[src/rtl/ika2151_wrseq.sv]
// Write sequencer for the IKA2151 CPU bus: two-way round-robin arbitration
// into a small FIFO, replayed as address/data bus cycles with programmable
// setup/strobe/hold timing and a post-write busy interval.
module ika2151_wrseq #(
  parameter int SETUP     = 15,
  parameter int STROBE    = 20,
  parameter int HOLD      = 15,
  parameter int BUSY_WAIT = 256,
  parameter int DEPTH     = 4
) (
  input  logic                       i_EMUCLK,
  input  logic                       i_RST,
  input  logic                       i_A_REQ,
  input  logic [7:0]                 i_A_ADDR,
  input  logic [7:0]                 i_A_DATA,
  output logic                       o_A_ACK,
  input  logic                       i_B_REQ,
  input  logic [7:0]                 i_B_ADDR,
  input  logic [7:0]                 i_B_DATA,
  output logic                       o_B_ACK,
  output logic                       o_CS_n,
  output logic                       o_WR_n,
  output logic                       o_A0,
  output logic [7:0]                 o_D,
  output logic [$clog2(DEPTH):0]     o_FIFO_CNT,
  output logic                       o_IDLE
);

  localparam int AW = $clog2(DEPTH);
  localparam int CW = 16;
  localparam logic [AW:0]   FULL      = (AW+1)'(DEPTH);
  localparam logic [CW-1:0] LD_SETUP  = CW'(SETUP - 1);
  localparam logic [CW-1:0] LD_STROBE = CW'(STROBE - 1);
  localparam logic [CW-1:0] LD_HOLD   = CW'(HOLD - 1);
  localparam logic [CW-1:0] LD_BUSY   = CW'(BUSY_WAIT - 1);

  typedef enum logic [2:0] {
    S_IDLE, S_ADR_SETUP, S_ADR_STROBE, S_ADR_HOLD,
    S_DAT_SETUP, S_DAT_STROBE, S_DAT_HOLD, S_BUSY
  } state_t;

  state_t          state;
  logic [CW-1:0]   dn;
  logic            cnt_zero;
  logic            rr_b;
  logic            grant_a, grant_b, push, pop;
  logic [15:0]     push_word, head;
  logic [15:0]     mem [DEPTH];
  logic [AW-1:0]   wr_ptr, rd_ptr;
  logic [AW:0]     fifo_cnt;
  logic [7:0]      lat_data;

  assign cnt_zero   = (dn == '0);
  assign head       = mem[rd_ptr];
  assign o_FIFO_CNT = fifo_cnt;
  assign o_IDLE     = (state == S_IDLE) && (fifo_cnt == '0);

  // Round-robin grant on the pre-pop occupancy; a requester is blocked in its ACK cycle
  always_comb begin
    grant_a   = 1'b0;
    grant_b   = 1'b0;
    if (fifo_cnt < FULL) begin
      grant_a = i_A_REQ && !o_A_ACK && (!(i_B_REQ && !o_B_ACK) || !rr_b);
      grant_b = i_B_REQ && !o_B_ACK && (!(i_A_REQ && !o_A_ACK) ||  rr_b);
    end
    push      = grant_a || grant_b;
    push_word = grant_a ? {i_A_ADDR, i_A_DATA} : {i_B_ADDR, i_B_DATA};
  end

  // Head is popped exactly on the edge that enters ADR_SETUP
  always_comb begin
    pop = 1'b0;
    if (fifo_cnt != '0) begin
      case (state)
        S_IDLE:     pop = 1'b1;
        S_DAT_HOLD: pop = cnt_zero && (BUSY_WAIT == 0);
        S_BUSY:     pop = cnt_zero;
        default:    pop = 1'b0;
      endcase
    end
  end

  // Arbitration pointer and one-cycle acknowledge pulses
  always_ff @(posedge i_EMUCLK or posedge i_RST) begin
    if (i_RST) begin
      rr_b    <= 1'b0;
      o_A_ACK <= 1'b0;
      o_B_ACK <= 1'b0;
    end else begin
      o_A_ACK <= grant_a;
      o_B_ACK <= grant_b;
      if (grant_a)      rr_b <= 1'b1;
      else if (grant_b) rr_b <= 1'b0;
    end
  end

  // FIFO storage; contents need no reset since occupancy gates every read
  always_ff @(posedge i_EMUCLK) begin
    if (push) mem[wr_ptr] <= push_word;
  end

  // FIFO pointers and occupancy
  always_ff @(posedge i_EMUCLK or posedge i_RST) begin
    if (i_RST) begin
      wr_ptr   <= '0;
      rd_ptr   <= '0;
      fifo_cnt <= '0;
    end else begin
      if (push) wr_ptr <= wr_ptr + AW'(1);
      if (pop)  rd_ptr <= rd_ptr + AW'(1);
      case ({push, pop})
        2'b10:   fifo_cnt <= fifo_cnt + (AW+1)'(1);
        2'b01:   fifo_cnt <= fifo_cnt - (AW+1)'(1);
        default: fifo_cnt <= fifo_cnt;
      endcase
    end
  end

  // Bus FSM: outputs are set on the edge that enters each state, so they are
  // already valid in the first cycle of that state
  always_ff @(posedge i_EMUCLK or posedge i_RST) begin
    if (i_RST) begin
      state    <= S_IDLE;
      dn       <= '0;
      o_CS_n   <= 1'b1;
      o_WR_n   <= 1'b1;
      o_A0     <= 1'b0;
      o_D      <= '0;
      lat_data <= '0;
    end else if (state == S_IDLE || (cnt_zero && (state == S_BUSY ||
                 (state == S_DAT_HOLD && BUSY_WAIT == 0)))) begin
      if (pop) begin
        state    <= S_ADR_SETUP;
        dn       <= LD_SETUP;
        o_CS_n   <= 1'b0;
        o_WR_n   <= 1'b1;
        o_A0     <= 1'b0;
        o_D      <= head[15:8];
        lat_data <= head[7:0];
      end else begin
        state  <= S_IDLE;
        o_CS_n <= 1'b1;
        o_WR_n <= 1'b1;
      end
    end else if (!cnt_zero) begin
      dn <= dn - CW'(1);
    end else begin
      case (state)
        S_ADR_SETUP: begin
          state  <= S_ADR_STROBE;
          dn     <= LD_STROBE;
          o_WR_n <= 1'b0;
        end
        S_ADR_STROBE: begin
          state  <= S_ADR_HOLD;
          dn     <= LD_HOLD;
          o_CS_n <= 1'b1;
          o_WR_n <= 1'b1;
        end
        S_ADR_HOLD: begin
          state  <= S_DAT_SETUP;
          dn     <= LD_SETUP;
          o_CS_n <= 1'b0;
          o_A0   <= 1'b1;
          o_D    <= lat_data;
        end
        S_DAT_SETUP: begin
          state  <= S_DAT_STROBE;
          dn     <= LD_STROBE;
          o_WR_n <= 1'b0;
        end
        S_DAT_STROBE: begin
          state  <= S_DAT_HOLD;
          dn     <= LD_HOLD;
          o_CS_n <= 1'b1;
          o_WR_n <= 1'b1;
        end
        S_DAT_HOLD: begin
          state <= S_BUSY;
          dn    <= LD_BUSY;
        end
        default: state <= S_IDLE;
      endcase
    end
  end

endmodule

[config.mk]
export PLATFORM = sky130hd
export DESIGN_NAME = ika2151_wrseq
export DESIGN_NICKNAME = d
export VERILOG_FILES = /design/src/rtl/ika2151_wrseq.sv
export SDC_FILE = /design/constraint.sdc
export NUM_CORES = 1
export LEC_CHECK = 0
export ABC_CLOCK_PERIOD_IN_PS = 4900
export CAP_MARGIN = 20
export CORE_ASPECT_RATIO = 0.6
export CORE_MARGIN = 4
export CORE_UTILIZATION = 61
export DETAILED_ROUTE_END_ITERATION = 8
export GPL_TIMING_DRIVEN = 1
export HOLD_SLACK_MARGIN = 0.08
export PLACE_DENSITY = 0.95
export SLEW_MARGIN = 30
export SYNTH_ARGS = -nofsm -noshare
export SYNTH_HDL_FRONTEND = slang
export SYNTH_SLANG_ARGS = --single-unit
export TNS_END_PERCENT = 20
[constraint.sdc]
create_clock -name i_EMUCLK -period 4.9 [get_ports i_EMUCLK]
set_input_delay 0.735 -clock i_EMUCLK [delete_from_list [all_inputs] [get_ports i_EMUCLK]]
set_output_delay 0.735 -clock i_EMUCLK [all_outputs]
set_load 0.02 [all_outputs]
### Yosys cells after proc, flatten, opt, wreduce, memory -nomap -nowiden

Memories as Yosys holds them, arrays and structs flattened.
Cells that the tools add are included.

| operators by class | value |
|---|---|
| $add $sub $neg | 5 |
| $mul | 0 |
| divide/modulo/power cells | 0 |
| order comparisons | 1 |
| equality and inequality tests | 11 |
| shift operators | 0 |
| multiplexer cells | 33 |
| bitwise logic cells | 0 |
| reduce and logical (&&, ||, !) cells | 33 |

Operators by type and width:

| kind | count |
|---|---|
| 2-to-1 mux 16 bit | 4 |
| one-hot mux 16 bit (3 select lines) | 1 |
| 2-to-1 mux 8 bit | 4 |
| one-hot mux 3 bit (6 select lines) | 1 |
| 2-to-1 mux 1 bit | 17 |
| zero test 16 bit | 1 |
| subtractor 16 x 1 -> 16 bit, second input constant | 1 |
| equality test 3 bit, second input constant | 4 |
| nonzero test 3 bit | 3 |
| AND reduction 2 bit | 4 |
| nonzero test 2 bit | 4 |
| equality test 3 x 2 -> 1 bit, second input constant | 2 |
| logical AND 1 bit | 6 |
| zero test 3 bit | 2 |
| 2-to-1 mux 3 bit | 2 |
| one-hot mux 1 bit (2 select lines) | 3 |
| one-hot mux 3 bit (2 select lines) | 1 |
| zero test 1 bit | 5 |
| != test 5 x 3 -> 1 bit, second input constant | 1 |
| adder 2 x 1 -> 2 bit, second input constant | 2 |
| logical OR 1 bit | 4 |
| OR reduction 2 bit | 2 |
| adder 3 x 1 -> 3 bit, second input constant | 1 |
| equality test 3 x 1 -> 1 bit, second input constant | 1 |
| 7 further kinds | 7 |

| word-level totals | value |
|---|---|
| register bits | 48 |
| bits in latches | 0 |
| bits in writable memories | 64 |
| ROM bits | 0 |
| input bits | 36 |
| output and inout bits | 17 |
| word-level logic and storage cells | 97 |
| memories | 1 |

Memories:

| name | depth | width | rd ports | clocked after Yosys merged registers in | write ports | RTL line | source |
|---|---|---|---|---|---|---|---|
| mem | 4 | 16 | 1 | 0 | 1 | 48 | `logic [15:0] mem [DEPTH];` |

### Depth between registers and ports, before layout

| depth | value |
|---|---|
| depth after elaboration | 9 |
| mapped depth | 14 |
| mapped depth without buffers | 12 |

### Worst setup path after synthesis

Ideal clock, no wire load.

| timing | value |
|---|---|
| kind | register -> register |
| from | register dn[0] |
| to | register fifo_cnt[2] (netlist: o_FIFO_CNT[2]) |
| setup time | 0.080 ns |
| arrival time | 2.624 ns |
| data required time | 4.820 ns |
| path slack | 2.196 ns |
| stages on the path, launching flop included | 15 |
| buffers on the path | 2 |
| period minus slack after synthesis | 2.704 ns |
| path through | dfrtp_1 inv_1 ha_1 nor2b_1 and4_1 buf_2 a21oi_1 nor2_1 buf_2 ha_1 inv_1 fa_1 xor2_1 nor2_1 xor2_1 |

| between the ends | value |
|---|---|
| cells in the longest elaborated chain, start to end | 5 |
| elaborated cells on any way between the ends | 7 |
| those cells by class | eq/ne: 2; mux: 3; reduce/logical: 2 |

RTL lines:

| item | RTL line | source |
|---|---|---|
| from (decl) | 43 | `logic [CW-1:0] dn;` |
| from (signal assigned) | 146 | `dn <= dn - CW'(1);` |
| zero test 16 bit * | 53 | `assign cnt_zero = (dn == '0);` |
| one-hot mux 1 bit (2 select lines) * | 74 | `case (state)` |
| 2-to-1 mux 1 bit * | 73 | `if (fifo_cnt != '0) begin` |
| named net pop | 46 | `logic grant_a, grant_b, push, pop;` |
| equality test 2 x 1 -> 1 bit or equality test 2 bit (tied branches) | 111 | `case ({push, pop})` |
| one-hot mux 3 bit (2 select lines) or nonzero test 2 bit (tied branches) | n/a |  |
| to (signal assigned) | 112 | `2'b10: fifo_cnt <= fifo_cnt + (AW+1)'(1);` |
| to (signal assigned) | 113 | `2'b01: fifo_cnt <= fifo_cnt - (AW+1)'(1);` |
| to (signal assigned) | 114 | `default: fifo_cnt <= fifo_cnt;` |
| to (decl) | 50 | `logic [AW:0] fifo_cnt;` |

Mark *: on every way through the listed nets, which the timed path passes. The rest lies on a longest branch.
A chain may end at the register's enable or synchronous reset.

### Worst setup path after layout

| timing | value |
|---|---|
| from | register dn[1] |
| to | register fifo_cnt[2] (netlist: o_FIFO_CNT[2]) |

| between the ends | value |
|---|---|
| cells in the longest elaborated chain, start to end | 5 |
| elaborated cells on any way between the ends | 7 |
| those cells by class | eq/ne: 2; mux: 3; reduce/logical: 2 |

RTL lines:

| item | RTL line |
|---|---|
| zero test 16 bit * | 53 |
| one-hot mux 1 bit (2 select lines) * | 74 |
| 2-to-1 mux 1 bit * | 73 |
| equality test 2 x 1 -> 1 bit or equality test 2 bit (tied branches) | 111 |
| one-hot mux 3 bit (2 select lines) or nonzero test 2 bit (tied branches) | n/a |

Mark *: on every way between the ends. The rest lies on a longest branch, timed or not.

==> reports/results.ini <==
[sta]
hold_viol_final = 0
fin_crit_ns = 3.05
worstMarginPinSlew_ns = 0.906
fmax_ghz = 0.328
fin_crit_sh_pct = 62.2
maxSlewViolCount = 0
setup_tns_ns = 0
maxSlewHeadroom_pct = 39.6
skew_ns = 0.00812
setup_violations = 0
rsz0062_at_grt = no

[cts]
cts.path.max_buffers = 2
cts_made_buffers = 9
htree_levels = 3
cts_sinks = 112
insertion_delay_ns = 0.35
cts.reportedPaths.clkPinSlew_ns = 0.07
cts_resized = 0
cts_hold_buf = 0
cts_tree = done
post-cts-setup-buffers = 0
cts_root_buf = clkbuf_16

[power]
irDropWorstVdd_v = 0.000328
power_uw = 3790
leakage_uw = 0.00229
power.density_mw_per_mm2 = 632

[global_route]
antenna_found_initial = 0
grt_pass1_vias = 3662
grt_max_degree = 49
grt_pass1_wl_microns = 19200
overflow = 0
grt_usage_pct = 25.3

[worst_hold_path]
min_path_type = flip-flop to flip-flop
hp-start = lat_data[5]

[synthesis]
synth_cells = 402
synth_edf_count = 64
syn_area_sq_mm = 0.00510
synth_top_flop_cell = edfxtp_1
syn_avg_cell_area_sq_um = 12.7
ys_seq_elements = 112
synth_nets = 449
seq_area_frac_synth_pct = 61.3
async_flop_share_pct = 42.9
synth_cell_types = 51
yosys_warnings = 0

[place]
dpl.hpwl_microns = 7960
port_buffers = 52
gp_routability_congestion = 0.897

[routing]
dr.pass1.iters = 5
drt_iter0_drc = 479
viasPerCell = 6.32
drtAntennaViolNets = 0
wl_met3_microns = 1200
num_vias = 3568
met1_length_microns = 4920
dr_wl_met2_microns = 5150
top_layer_used = met4
drcViolationCount = 0
wl_per_cell_microns = 20.3
wl_microns = 11400

[worst_setup_path]
slowest_stage = dfrtp_1
cp_max_fo = 11
crit_type = flip-flop to flip-flop
arrival_ns = 3.32
end_kind = flip-flop
crit_required_ns = 5.17
crit_chain = inv_1 > ha_1 > nor2b_1 > and4_1 > a21oi_1 > nor2_1 > buf_4 > ha_1 > inv_1 > fa_1 > xor2_1 > nor2_1 > xor2_1
timing.rr.start = dn[1]
critPathLaunch = dn[1]
critPathMaxStageDelay_ns = 0.42
crit_path_start_kind = flip-flop

[cells_and_area]
drive_gt1_share_pct = 13.6
fin_util_pct = 74.9
syn2layout_area_growth_pct = 17.6
layout_common_cells = 71 x nand2_1, 64 x edfxtp_1, 52 x clkdlybuf4s50_1
antennaDiodeCount = 0
final_common_cell = nand2_1
nets = 499

[die]
die_h_microns = 78.8
start_util_pct = 63.7
die_w_microns = 126
core_sq_mm = 0.00801
ioPinCount = 53
row_count = 25
dieArea_sq_mm = 0.00993

[status]
status = finished clean

[flow_run]
maxCapViolations = 0

## path summary, 6_finish.rpt
check                                     end  slack, ns  depth (start not counted)
worst min register to register    lat_data[5]       0.52                          1
worst max-delay path            o_FIFO_CNT[2]       1.85                         13
worst max register to register  o_FIFO_CNT[2]       1.85                         13
min in group asynchronous               dn[1]       0.84                          2
max in group asynchronous           rd_ptr[0]       3.51                          2
worst min-delay path              lat_data[5]       0.52                          1
## where the power goes
group / switching [uW] / internal [uW] / leakage [uW] / total [uW]
logic: 820 / 644 / 0.000988 / 1460
clock network: 336 / 349 / 0.000132 / 685
registers: 285 / 1360 / 0.00117 / 1640
total: 1440 / 2350 / 0.00229 / 3790
## through the flow
step,area (sq um),cells,setup slack [ns],hold WS (ns)
CTS,5990,565,1.90,0.516
detailed placement,5710,549,1.93,0.497
global route,6000,565,1.67,0.528
finish,6000,565,1.85,0.518
global placement,5710,549,2.08,0.492
floorplan,5100,402,2.20,0.471
## metal layers
layer / track usage, % / vias to the layer above
met5: 0 / -
met4: 8.03 / 0
met3: 6.99 / 19
met2: 38.5 / 226
met1: 35.9 / 1736
li1: - / 1587
## critical path: cells and delay by family (launching register included)
family	cells	cell delay (ns)
buffers and inverters	3	0.40
adder cells (fa/ha/maj)	3	0.81
AND/OR/NAND/NOR	4	0.90
AO/OA/AOI/OAI	1	0.13
XOR/XNOR	2	0.30
flip-flops	1	0.42
## logic make-up after synthesis
| kind of cell | after synthesis | share of synthesized area, % |
|---|---|---|
| multiplexers | 26 | 9.25 |
| flip-flops | 112 | 61.3 |
| adder cells (fa/ha/maj) | 11 | 2.85 |
| AO/OA/AOI/OAI | 69 | 9.23 |
| XOR/XNOR | 8 | 1.37 |
| buffers and inverters | 31 | 2.43 |
| AND/OR/NAND/NOR | 145 | 13.6 |
## layout make-up
cell class | instances | area (sq um)
multi-input combinational | 259 | 1850
fill | 516 | 2010
clock inverter | 7 | 55.1
clock buffer | 9 | 225
sequential | 112 | 3130
timing repair buffer | 56 | 551
inverter | 14 | 53.8
tap | 108 | 135
## cell usage after synthesis, drive strengths merged (2+ instances only)
| cell | instances | area share, % |
|---|---|---|
| nand2 | 71 | 5.2 |
| edfxtp | 64 | 38 |
| dfrtp | 46 | 23 |
| o21ai | 25 | 2.5 |
| nor2 | 19 | 1.4 |
| mux4 | 16 | 7.1 |
| inv | 13 | 0.96 |
| or3 | 12 | 1.6 |
| a21oi | 10 | 0.98 |
| ha | 10 | 2.5 |
| clkbuf | 9 | 0.66 |
| mux2 | 9 | 2.0 |
| nor3 | 9 | 0.88 |
| a31oi | 8 | 0.98 |
| buf | 8 | 0.74 |
| nand3 | 8 | 0.79 |
| o221a | 8 | 1.8 |
| and2 | 5 | 0.61 |
| nor2b | 4 | 0.49 |
| o31ai | 4 | 0.59 |
| xnor2 | 4 | 0.69 |
| xor2 | 4 | 0.69 |
| a211oi | 3 | 0.44 |
| nand2b | 3 | 0.37 |
| nor4 | 3 | 0.61 |
| or4 | 3 | 0.44 |
| a22oi | 2 | 0.29 |
| dfstp | 2 | 1.0 |
| nand3b | 2 | 0.29 |
| nand4 | 2 | 0.25 |
## registers in the layout, summed over array words and instances (netlist names), 2 cells and up
name        count
o_FIFO_CNT      3
lat_data        8
state           3
mem            64
o_D             8
rd_ptr          2
wr_ptr          2
dn             16
(Power assumes the default switching activity.)
